### config.mk
export PLATFORM = sky130hd
export DESIGN_NAME = sprite_line_scheduler_flat
export DESIGN_NICKNAME = d
export VERILOG_FILES = /design/src/rtl/sprite_line_scheduler_pkg.sv /design/src/rtl/sprite_line_scheduler_if.sv /design/src/rtl/sprite_line_scheduler.sv /design/src/flat_wrapper.sv
export SDC_FILE = /design/constraint.sdc
export NUM_CORES = 1
export LEC_CHECK = 0
export BUFFER_PORTS_ARGS = -buffer_cell sky130_fd_sc_hd__buf_2
export CORE_MARGIN = 2
export CORE_UTILIZATION = 25
export CTS_BUF_LIST = sky130_fd_sc_hd__clkbuf_8
export DETAILED_ROUTE_END_ITERATION = 10
export GPL_TIMING_DRIVEN = 0
export PLACE_DENSITY_LB_ADDON = 0.15
export SYNTH_ARGS = -nofsm -noshare
export SYNTH_HDL_FRONTEND = slang
export SYNTH_SLANG_ARGS = --single-unit
export TNS_END_PERCENT = 20
### constraint.sdc
create_clock -name clk -period 4.75 [get_ports clk]
set_input_delay 1.425 -clock clk [delete_from_list [all_inputs] [get_ports clk]]
set_output_delay 1.425 -clock clk [all_outputs]
set_load 0.05 [all_outputs]
### src/rtl/sprite_line_scheduler_pkg.sv
// Shared constants and FSM encoding for the per-scanline sprite scheduler.
package sprite_line_scheduler_pkg;
  localparam int         OBJ_BYTES  = 4;
  localparam int         OFS_Y      = 1;
  localparam int         OFS_SIZE   = 3;
  localparam logic [7:0] DISABLED_Y = 8'hFF;

  typedef enum logic [2:0] {
    IDLE,
    RD_Y,
    RD_S,
    EVAL,
    DONE
  } state_t;
endpackage

### src/rtl/sprite_line_scheduler_if.sv
// Control, object-table read port and slot result bundle of the sprite scheduler.
interface sprite_line_scheduler_if #(
  parameter int SLOTS = 4
);
  logic               enable;
  logic               frame_start;
  logic               line_start;
  logic [7:0]         next_y;
  logic [5:0]         obj_rd_addr;
  logic [7:0]         obj_rd_data;
  logic [SLOTS-1:0]   slot_valid;
  logic [4*SLOTS-1:0] slot_idx;
  logic [4*SLOTS-1:0] slot_row;
  logic               busy;
  logic               done;
  logic               overflow;
  logic               late;

  modport slave (
    input  enable, frame_start, line_start, next_y, obj_rd_data,
    output obj_rd_addr, slot_valid, slot_idx, slot_row, busy, done, overflow, late
  );

  modport master (
    output enable, frame_start, line_start, next_y, obj_rd_data,
    input  obj_rd_addr, slot_valid, slot_idx, slot_row, busy, done, overflow, late
  );
endinterface

### src/rtl/sprite_line_scheduler.sv
// Scans the object table during hblank and picks the first SLOTS sprites covering next_y.
module sprite_line_scheduler
  import sprite_line_scheduler_pkg::*;
#(
  parameter int MAX_SPRITES = 8,
  parameter int SLOTS       = 4
) (
  input  logic                     clk,
  input  logic                     rst_n,
  sprite_line_scheduler_if.slave   bus
);
  localparam int CNT_W = $clog2(SLOTS + 1);

  state_t             state_q, state_d;
  logic [3:0]         spr_q, spr_d;
  logic [CNT_W-1:0]   cnt_q, cnt_d;
  logic [7:0]         ny_q, ny_d;
  logic [7:0]         y_q, y_d;
  logic [4*SLOTS-1:0] sh_idx_q, sh_idx_d;
  logic [4*SLOTS-1:0] sh_row_q, sh_row_d;
  logic [SLOTS-1:0]   valid_q, valid_d;
  logic [4*SLOTS-1:0] idx_q, idx_d;
  logic [4*SLOTS-1:0] row_q, row_d;
  logic               ovf_q, ovf_d;
  logic               late_q, late_d;
  logic               restart, scan_active, last_spr, hit;
  logic               ovf_set, load_out;

  // Bottom edge is formed at 9 bits so a sprite near line 255 never wraps to the top.
  function automatic logic sprite_hit(input logic [7:0] y, input logic [3:0] size_lo,
                                      input logic [7:0] ny);
    logic [8:0] bottom;
    bottom = {1'b0, y} + {5'b0, size_lo} + 9'd1;
    return (y != DISABLED_Y) && (ny >= y) && ({1'b0, ny} < bottom);
  endfunction

  assign scan_active = (state_q == RD_Y) || (state_q == RD_S) || (state_q == EVAL);
  assign restart     = bus.enable && bus.line_start;
  assign last_spr    = 32'(spr_q) >= MAX_SPRITES - 1;
  assign hit         = sprite_hit(y_q, bus.obj_rd_data[3:0], ny_q);

  always_ff @(posedge clk) begin
    if (!rst_n) state_q <= IDLE;
    else        state_q <= state_d;
  end

  always_comb begin
    state_d = state_q;
    if (!bus.enable)          state_d = IDLE;
    else if (bus.line_start)  state_d = RD_Y;
    else begin
      case (state_q)
        RD_Y:    state_d = RD_S;
        RD_S:    state_d = EVAL;
        EVAL:    state_d = last_spr ? DONE : RD_Y;
        DONE:    state_d = IDLE;
        default: state_d = IDLE;
      endcase
    end
  end

  always_comb begin
    bus.obj_rd_addr = '0;
    bus.busy        = scan_active;
    bus.done        = (state_q == DONE);
    case (state_q)
      RD_Y:    bus.obj_rd_addr = 6'(32'(spr_q) * OBJ_BYTES + OFS_Y);
      RD_S:    bus.obj_rd_addr = 6'(32'(spr_q) * OBJ_BYTES + OFS_SIZE);
      default: bus.obj_rd_addr = '0;
    endcase
  end

  // A restart discards the partial shadow; visible slots only change on the EVAL->DONE edge.
  always_comb begin
    spr_d    = spr_q;
    cnt_d    = cnt_q;
    ny_d     = ny_q;
    y_d      = y_q;
    sh_idx_d = sh_idx_q;
    sh_row_d = sh_row_q;
    ovf_set  = 1'b0;
    if (restart) begin
      spr_d    = '0;
      cnt_d    = '0;
      ny_d     = bus.next_y;
      sh_idx_d = '0;
      sh_row_d = '0;
    end else if (bus.enable && state_q == RD_S) begin
      y_d = bus.obj_rd_data;
    end else if (bus.enable && state_q == EVAL) begin
      spr_d = spr_q + 4'd1;
      if (hit) begin
        if (32'(cnt_q) < SLOTS) begin
          sh_idx_d[4*cnt_q +: 4] = spr_q;
          sh_row_d[4*cnt_q +: 4] = 4'(ny_q - y_q);
          cnt_d                  = cnt_q + CNT_W'(1);
        end else begin
          ovf_set = 1'b1;
        end
      end
    end

    load_out = (state_q == EVAL) && (state_d == DONE);
    valid_d  = valid_q;
    idx_d    = idx_q;
    row_d    = row_q;
    if (load_out) begin
      valid_d = SLOTS'((32'd1 << cnt_d) - 32'd1);
      idx_d   = sh_idx_d;
      row_d   = sh_row_d;
    end

    ovf_d  = ovf_set ? 1'b1 : (bus.frame_start ? 1'b0 : ovf_q);
    late_d = (restart && scan_active) ? 1'b1 : (bus.frame_start ? 1'b0 : late_q);
  end

  always_ff @(posedge clk) begin
    if (!rst_n) begin
      spr_q    <= '0;
      cnt_q    <= '0;
      ny_q     <= '0;
      y_q      <= '0;
      sh_idx_q <= '0;
      sh_row_q <= '0;
      valid_q  <= '0;
      idx_q    <= '0;
      row_q    <= '0;
      ovf_q    <= 1'b0;
      late_q   <= 1'b0;
    end else begin
      spr_q    <= spr_d;
      cnt_q    <= cnt_d;
      ny_q     <= ny_d;
      y_q      <= y_d;
      sh_idx_q <= sh_idx_d;
      sh_row_q <= sh_row_d;
      valid_q  <= valid_d;
      idx_q    <= idx_d;
      row_q    <= row_d;
      ovf_q    <= ovf_d;
      late_q   <= late_d;
    end
  end

  assign bus.slot_valid = valid_q;
  assign bus.slot_idx   = idx_q;
  assign bus.slot_row   = row_q;
  assign bus.overflow   = ovf_q;
  assign bus.late       = late_q;
endmodule

### src/flat_wrapper.sv
// flat-port wrapper written by rule: the top's interface ports become plain ports
module sprite_line_scheduler_flat import sprite_line_scheduler_pkg::*;
#(
  parameter int MAX_SPRITES = 8,
  parameter int SLOTS       = 4
)
  (clk, rst_n, bus_enable, bus_frame_start, bus_line_start, bus_next_y, bus_obj_rd_data, bus_obj_rd_addr, bus_slot_valid, bus_slot_idx, bus_slot_row, bus_busy, bus_done, bus_overflow, bus_late);
  sprite_line_scheduler_if #(.SLOTS(SLOTS)) bus_i ();
  input  logic clk;
  input  logic rst_n;
  input wire logic [$bits(bus_i.enable)-1:0] bus_enable;
  input wire logic [$bits(bus_i.frame_start)-1:0] bus_frame_start;
  input wire logic [$bits(bus_i.line_start)-1:0] bus_line_start;
  input wire logic [$bits(bus_i.next_y)-1:0] bus_next_y;
  input wire logic [$bits(bus_i.obj_rd_data)-1:0] bus_obj_rd_data;
  output wire logic [$bits(bus_i.obj_rd_addr)-1:0] bus_obj_rd_addr;
  output wire logic [$bits(bus_i.slot_valid)-1:0] bus_slot_valid;
  output wire logic [$bits(bus_i.slot_idx)-1:0] bus_slot_idx;
  output wire logic [$bits(bus_i.slot_row)-1:0] bus_slot_row;
  output wire logic [$bits(bus_i.busy)-1:0] bus_busy;
  output wire logic [$bits(bus_i.done)-1:0] bus_done;
  output wire logic [$bits(bus_i.overflow)-1:0] bus_overflow;
  output wire logic [$bits(bus_i.late)-1:0] bus_late;
  assign bus_i.enable = bus_enable;
  assign bus_i.frame_start = bus_frame_start;
  assign bus_i.line_start = bus_line_start;
  assign bus_i.next_y = bus_next_y;
  assign bus_i.obj_rd_data = bus_obj_rd_data;
  assign bus_obj_rd_addr = bus_i.obj_rd_addr;
  assign bus_slot_valid = bus_i.slot_valid;
  assign bus_slot_idx = bus_i.slot_idx;
  assign bus_slot_row = bus_i.slot_row;
  assign bus_busy = bus_i.busy;
  assign bus_done = bus_i.done;
  assign bus_overflow = bus_i.overflow;
  assign bus_late = bus_i.late;
  sprite_line_scheduler #(.MAX_SPRITES(MAX_SPRITES), .SLOTS(SLOTS)) u_core (.clk(clk), .rst_n(rst_n), .bus(bus_i));
endmodule
==> results of run 1 <==
[cell type report]
type	count	area, um^2	area share, %
flip-flops and latches	96	1920	36.4
clock buffers	10	138	2.61
multi-input cells	339	2350	44.5
inverters	22	82.6	1.57
clock inverters	5	33.8	0.640
well taps	225	282	5.34
repair buffers	69	357	6.76
plain buffers	25	114	2.16
[cells in the mapped netlist (2+ instances only)]
library cell / number
sky130_fd_sc_hd__nand2_1: 40
sky130_fd_sc_hd__mux2i_1: 41
sky130_fd_sc_hd__nor3b_1: 4
sky130_fd_sc_hd__inv_1: 21
sky130_fd_sc_hd__and2_1: 22
sky130_fd_sc_hd__nor2_1: 49
sky130_fd_sc_hd__a21boi_0: 9
sky130_fd_sc_hd__dfxtp_1: 96
sky130_fd_sc_hd__nand3b_1: 2
sky130_fd_sc_hd__o211a_1: 3
sky130_fd_sc_hd__xor2_1: 3
sky130_fd_sc_hd__nor2b_1: 13
sky130_fd_sc_hd__buf_6: 2
sky130_fd_sc_hd__a21oi_1: 29
sky130_fd_sc_hd__nand3_1: 6
sky130_fd_sc_hd__clkbuf_1: 21
sky130_fd_sc_hd__nand4_1: 6
sky130_fd_sc_hd__o21ai_1: 3
sky130_fd_sc_hd__ha_1: 24
sky130_fd_sc_hd__a21o_1: 4
sky130_fd_sc_hd__xnor2_1: 9
sky130_fd_sc_hd__and4_1: 2
sky130_fd_sc_hd__o21ai_0: 36
sky130_fd_sc_hd__nor4_4: 2
sky130_fd_sc_hd__fa_1: 2
sky130_fd_sc_hd__nor3_1: 7
sky130_fd_sc_hd__o31ai_1: 3
sky130_fd_sc_hd__a31oi_1: 2
[path summary, 6_finish.rpt]
kind | start | to | slack (ns) | cells after the start
worst max register to register | u_core.y_q[0] | u_core.bus.slot_valid[1] | 1.04 | 19
worst min register to register | u_core.bus.slot_idx[2] | u_core.bus.slot_idx[2] | 0.48 | 2
worst min-delay path | u_core.bus.slot_idx[2] | u_core.bus.slot_idx[2] | 0.48 | 2
worst max-delay path | bus_obj_rd_data[0] | u_core.bus.slot_valid[1] | 0.22 | 20
[kinds of logic after synthesis]
logic type	Yosys count
multiplexers	41
adder cells (fa/ha/maj)	26
flip-flops	96
buffers and inverters	47
AND/OR/NAND/NOR	162
AO/OA/AOI/OAI	98
XOR/XNOR	12
[stage by stage]
step	hold slack (ns)	total power, uW	instance area (um^2)
6_report	0.483	1410	5280
5_1_grt	0.511	1480	5280
4_1_cts	0.481	1440	5230
3_5_place_dp	0.459	929	5030
3_3_place_gp	0.460	927	5030
2_1_floorplan	0.450	893	4420
[registers in the layout, indices dropped and copies added (netlist names)]
| register | flops |
|---|---|
| u_core.bus.overflow | 1 |
| u_core.sh_idx_q | 16 |
| u_core.bus.late | 1 |
| u_core.cnt_q | 3 |
| u_core.sh_row_q | 16 |
| u_core.state_q | 3 |
| u_core.bus.slot_idx | 16 |
| u_core.bus.slot_valid | 4 |
| u_core.ny_q | 8 |
| u_core.y_q | 8 |
| u_core.bus.slot_row | 16 |
| u_core.spr_q | 4 |
[worst max-delay path, cell delays in order]
cell and delay [ns]:
sky130_fd_sc_hd__buf_2 0.10, sky130_fd_sc_hd__inv_1 0.10, sky130_fd_sc_hd__ha_1 0.16, sky130_fd_sc_hd__inv_1 0.06, sky130_fd_sc_hd__fa_2 0.36, sky130_fd_sc_hd__nand3_1 0.09, sky130_fd_sc_hd__and2_1 0.17, sky130_fd_sc_hd__xnor2_1 0.15
sky130_fd_sc_hd__ha_1 0.29, sky130_fd_sc_hd__a211oi_2 0.22, sky130_fd_sc_hd__o21ai_1 0.11, sky130_fd_sc_hd__o221a_4 0.26, sky130_fd_sc_hd__nor4_4 0.29, sky130_fd_sc_hd__buf_6 0.17, sky130_fd_sc_hd__nand3b_1 0.10, sky130_fd_sc_hd__o31ai_2 0.09
sky130_fd_sc_hd__o21ai_0 0.12, sky130_fd_sc_hd__ha_1 0.30, sky130_fd_sc_hd__nand2_1 0.06, sky130_fd_sc_hd__o211a_1 0.16
[where the power goes]
| group | total (uW) | switching, uW | internal, uW |
|---|---|---|---|
| Combinational | 97.4 | 61.7 | 35.7 |
| Sequential | 813 | 4.55 | 808 |
| Clock | 504 | 301 | 202 |
| Total | 1410 | 368 | 1050 |
[metal layers]
| layer | share of wire (%) | GRT usage (%) | wire, um | up-vias |
|---|---|---|---|---|
| met2 | 46 | 22.4 | 5500 | 56 |
| met5 | 0 | 0 | 0 | - |
| li1 | - | - | - | 1818 |
| met1 | 49 | 17.1 | 5880 | 1639 |
| met3 | 3.8 | 3.63 | 451 | 8 |
| met4 | 1.3 | 3.55 | 155 | 0 |
[timing repair]
| action | 4_1_cts | 5_1_grt |
|---|---|---|
| gates resized for setup | 0 | 9 |
| pin swaps | 1 | 1 |
| setup endpoints to repair | 15 | 15 |
| endpoints found under the hold margin | 0 | 0 |
| hold buffers | 0 | 0 |
| buffers inserted | 3 | 0 |
==> impl_results.md, run 1 <==
* Area grow syn2layout at 19.3%
* First drt pass iteration count at 4
* Synthesized Nets at 529
* Number of core rows at 48
* Period minus WS final at 4.53 ns
* Post-synthesis xor/xnor area fraction at 2.38%
* Clock buffer count from CTS at 9
* Most frequent cells in the layout: sky130_fd_sc_hd__dfxtp_1 (96), sky130_fd_sc_hd__buf_2 (67), sky130_fd_sc_hd__nor2_1 (49)
* Most frequent standard cell in the layout excluding fill and tap cells: sky130_fd_sc_hd__dfxtp_1
* Buffer type at the clock tree root: sky130_fd_sc_hd__clkbuf_8
* Portion of the clock cycle consumed by the worst path in the final layout at 95.4%
* Slew headroom at 33.8%
* Final standard cell utilization of the core at 30.5%
* Distinct cell type count of the synthesized netlist at 49
* Global Route Usage Sum at 13.5%
* Combinational family with the most area after synthesis: simple AND/OR/NAND/NOR gates
* Pin count of the biggest net entering global routing at 16
* Via count of the first global-routing pass at 3547
* Summed instance area of the synthesized netlist at 4420 um^2
* Die ar. at 18800 um^2
* Number of ports placed on the die boundary at 67
* Lkg Pwr at 0.00228 uW
* Share of flip-flops with an asynchronous set or reset after synthesis at 0%
* Floorplan core area at 17300 um^2
* Initial Util at 25.6%
* Number of pins exceeding their max-slew limit in the final report at 0
* Post-synthesis cell type with the largest combined area: sky130_fd_sc_hd__dfxtp_1
* CTS tree: built
* Final setup violation count at 0
* Number of input and output port buffers inserted at 66
* Fraction of synthesized cell area taken by the top area cell type at 43.5%
* Result of the run: finished clean
* Hpwl dp at 8970 um
* Synth Area in Adders at 7.70%
* First-pass GRT wire length at 19000 um
* # diodes at 0
* Nets@finish at 609
* Worst Path Max Fanout at 8
* Final Hold Violating Endpoints at 0
* Later-pin clock latency in the skew report at 0.38 ns
* Antenna-violating nets left at 0
* Post-synthesis register bit count at 96
* Chip width at 137 um
* Req. time, crit path at 5.02 ns
* Clock transition at the register clock pins on the worst setup and hold paths after CTS at 0.09 ns
* Highest Clock Rate at 221 MHz
* Setup Skew at 0.0138 ns
* Unrepaired setup endpoints after global routing: no
* Total negative slack at 0 ns
* Filler Cell Count at 1886
* Final routed wirelength across all metal layers at 12000 um
* Worst Setup Slack, final at 0.218 ns
* Fraction of the yosys area taken by sequential cells at 43.5%
* Startpoint type of the worst setup path: input port
* Warnings, synthesis at 0
* Category of the most critical setup path: input port to flop
* Hold WC Path Type: flop to flop
* Worst vdd rail ir drop at 143 uV
* Chip height at 137 um
* Most used DFF post-synth: sky130_fd_sc_hd__dfxtp_1
* Power density cells at 268 nW/um^2
* Cell count after placement at 773
* Gate count of the mapped netlist at 482
* Final GP Congestion at 0.795
* Vias after detailed routing at 3521
* Number of enable-type register cells in the synthesized netlist at 0
* Multiplexer fraction of the synthesized cell area at 9.28%
* Worst setup slack before clock tree synthesis at -0.532 ns
* Number of maximum-capacitance violations at 0
* Endpoint class of the critical path: flop
* # H-tree levels at 3
* Syn avg cell area at 9.17 um^2
* Leading cell types by total area after synthesis: sky130_fd_sc_hd__dfxtp_1 (43%), sky130_fd_sc_hd__mux2i_1 (9.3%), sky130_fd_sc_hd__ha_1 (6.8%)
* Number of antenna violations at the first check in global routing at 0
* Area fraction in compound gates after synthesis at 13.4%
* Wire length per cell at 15.2 um
* Global-route congestion overflow total at 0
* DRC viols at 0
* Max Buffers Root-to-Sink at 2
* Fraction of layout instances using a drive strength above 1 at 18.9%
* Critical path data arrival time at 4.80 ns
* Average vias per placed instance at 4.45
* Worst-Margin Slew at 0.993 ns
* Count of non-filler cells in the finished layout at 791
* Basic-gate share of the synthesized area counting and, or, nand and nor cells at 19.3%
* Detailed router's first-iteration violation count at 159
* Number of clock sinks seen by CTS at 96
Power figures use the tool's default switching activity.
==> inputs of run 2 (changes only) <==
==> constraint.sdc (replaced) <==
create_clock -name clk -period 5.3 [get_ports clk]
set_input_delay 1.59 -clock clk [delete_from_list [all_inputs] [get_ports clk]]
set_output_delay 1.59 -clock clk [all_outputs]
set_load 0.05 [all_outputs]
==> impl_results.md, run 2 (synthesis results as in run 1) <==
* Number of pins exceeding their max-slew limit in the final report at 0
* Terminus of the critical flop-to-flop path: u_core.bus.slot_row[11]
* Power density cells at 242 nW/um^2
* Post-cts resize count at 0
* Later-pin clock latency in the skew report at 0.38 ns
* Worst vdd rail ir drop at 127 uV
* Wire length per cell at 15.1 um
* Start point of the worst min-delay path: u_core.bus.slot_idx[2]
* Hpwl dp at 8970 um
* Crit path largest cell delay at 0.64 ns
* Clock transition at the register clock pins on the worst setup and hold paths after CTS at 0.09 ns
* Average vias per placed instance at 4.45
* Slew headroom at 41.3%
* Die ar. at 18800 um^2
* Most frequent cells in the layout: sky130_fd_sc_hd__dfxtp_1 (96), sky130_fd_sc_hd__buf_2 (67), sky130_fd_sc_hd__nor2_1 (49)
* Number of core rows at 48
* # diodes at 0
* Buffer and inverter count on the worst path at 4
* Filler Cell Count at 1889
* Floorplan core area at 17300 um^2
* PnR Total Power at 1260 uW
* Fraction of layout instances using a drive strength above 1 at 17.2%
* Chip width at 137 um
* Via count of the first global-routing pass at 3541
* Cell count after placement at 773
* Number of input and output port buffers inserted at 66
* Most frequent standard cell in the layout excluding fill and tap cells: sky130_fd_sc_hd__dfxtp_1
* Pin count of the biggest net entering global routing at 16
* Clock buffer count from CTS at 9
* Number of antenna violations at the first check in global routing at 0
* Placed cell area at 5030 um^2
* Area grow syn2layout at 17.8%
* # H-tree levels at 3
* Hold Path Depth at 2
* Worst-Margin Slew at 0.880 ns
* First drt pass iteration count at 4
* Final routed wirelength across all metal layers at 11900 um
* Area used by sequential logic in the layout at 1920 um^2
* First-pass GRT wire length at 19000 um
* Category of the most critical setup path: input port to flop
* Endpoint class of the critical path: flop
* Result of the run: finished clean
* Worst-case register-to-register setup slack at 1.19 ns
* Vias after detailed routing at 3503
* Period minus WS final at 5.11 ns
* Number of maximum-capacitance violations at 0
* Buffer type at the clock tree root: sky130_fd_sc_hd__clkbuf_8
* Cell-by-cell trace of the critical path: buf_2 > inv_1 > ha_1 > inv_1 > fa_1 > nand3_1 > and2_1 > xnor2_1 > ha_1 > a211oi_2 > o21ai_1 > o221a_4 > nor4_4 > and4_1 > buf_6 > mux2i_1 > a21oi_1
* Final GP Congestion at 0.795
* Worst Path Max Fanout at 10
* Req. time, crit path at 5.55 ns
* Area taken by multi-input logic gates at 2310 um^2
* Global-route congestion overflow total at 0
* Detailed router's first-iteration violation count at 143
* Final Hold Violating Endpoints at 0
* Number of ports placed on the die boundary at 67
* Startpoint of the lowest-slack register-to-register path: u_core.y_q[0]
* Slowest CP cell: sky130_fd_sc_hd__nor4_4
* Final setup violation count at 0
* Setup Skew at 0.0138 ns
* R2r worst-path depth at 16
* Number of clock sinks seen by CTS at 96
* Nets@finish at 606
* Hold worst-path end: u_core.bus.slot_idx[2]
* Startpoint type of the worst setup path: input port
* Portion of the clock cycle consumed by the worst path in the final layout at 96.5%
* Gate family responsible for the most delay along the worst path: simple AND/OR/NAND/NOR gates
* CTS tree: built
* DRC viols at 0
* Max Buffers Root-to-Sink at 2
* Critical path data arrival time at 5.36 ns
* Hold WC Path Type: flop to flop
* Design Area, Final at 5210 um^2
* Initial Util at 25.6%
* Post-CTS setup repair buffer count at 0
* Count of non-filler cells in the finished layout at 788
* Unrepaired setup endpoints after global routing: no
* Lkg Pwr at 0.00226 uW
* Highest Clock Rate at 196 MHz
* Cts-stage hold buffer count at 0
* Global Route Usage Sum at 13.4%
* Final worst hold slack at 0.482 ns
* Chip height at 137 um
* Antenna-violating nets left at 0
==> run 2: cell types whose count changed in the layout (fill, tap and decap cells not counted), sizes merged <==
cell	before	now
buf	73	70
==> run 2: per-stage QoR <==
stage	utilization [%]	setup TNS [ns]	worst slack, ns
floorplan	-	0	0.489
global placement	29.1	-0.140	-0.0666
detailed placement	29.1	-0.829	-0.147
CTS	30.1	0	0.237
global route	30.1	0	0.0143
finish	30.1	0	0.188
==> run 2: how the worst max path moves through the flow <==
| stage | from | endpoint | slack [ns] | depth (start not counted) |
|---|---|---|---|---|
| detailed placement | bus_obj_rd_data[0] | u_core.bus.slot_valid[1] | -0.15 | 19 |
| CTS | bus_obj_rd_data[0] | u_core.bus.slot_valid[1] | 0.24 | 19 |
| global placement | bus_obj_rd_data[0] | u_core.bus.slot_valid[1] | -0.07 | 19 |
| global route | bus_obj_rd_data[0] | u_core.bus.slot_row[11] | 0.01 | 17 |
| finish | bus_obj_rd_data[0] | u_core.bus.slot_row[11] | 0.19 | 17 |
| floorplan | bus_obj_rd_data[0] | u_core.bus.slot_valid[1] | 0.49 | 18 |
==> run 2: layout make-up <==
cell class / instances / share of cell area (%)
Buffer: 25 / 2.19
Sequential cell: 96 / 36.9
Timing Repair Buffer: 66 / 6.34
Clock inverter: 5 / 0.648
Tap cell: 225 / 5.40
Inverter: 22 / 1.59
Multi-Input combinational cell: 339 / 44.3
Clock buffer: 10 / 2.64
==> run 2: report_power, final <==
group	total (uW)	internal (uW)	leakage (uW)	switching [uW]
sequential	728	724	0.000774	4.06
clock	448	181	0.0000899	266
combinational	86.1	32.0	0.00140	54.1
==> run 2: tightest hold or removal path: cells and delay by family, from the launching register on <==
family             cells  cell delay, ns
and+or+nand+nor        1            0.06
DFF                    1            0.32
AOI/OAI and AO/OA      1            0.05
==> run 2: layer usage <==
layer	vias to the layer above	track usage [%]	share of wire [%]
li1	1810	-	-
met1	1628	17.2	49
met2	57	22.3	45
met3	8	3.63	3.8
met4	0	3.55	1.3
met5	-	0	0
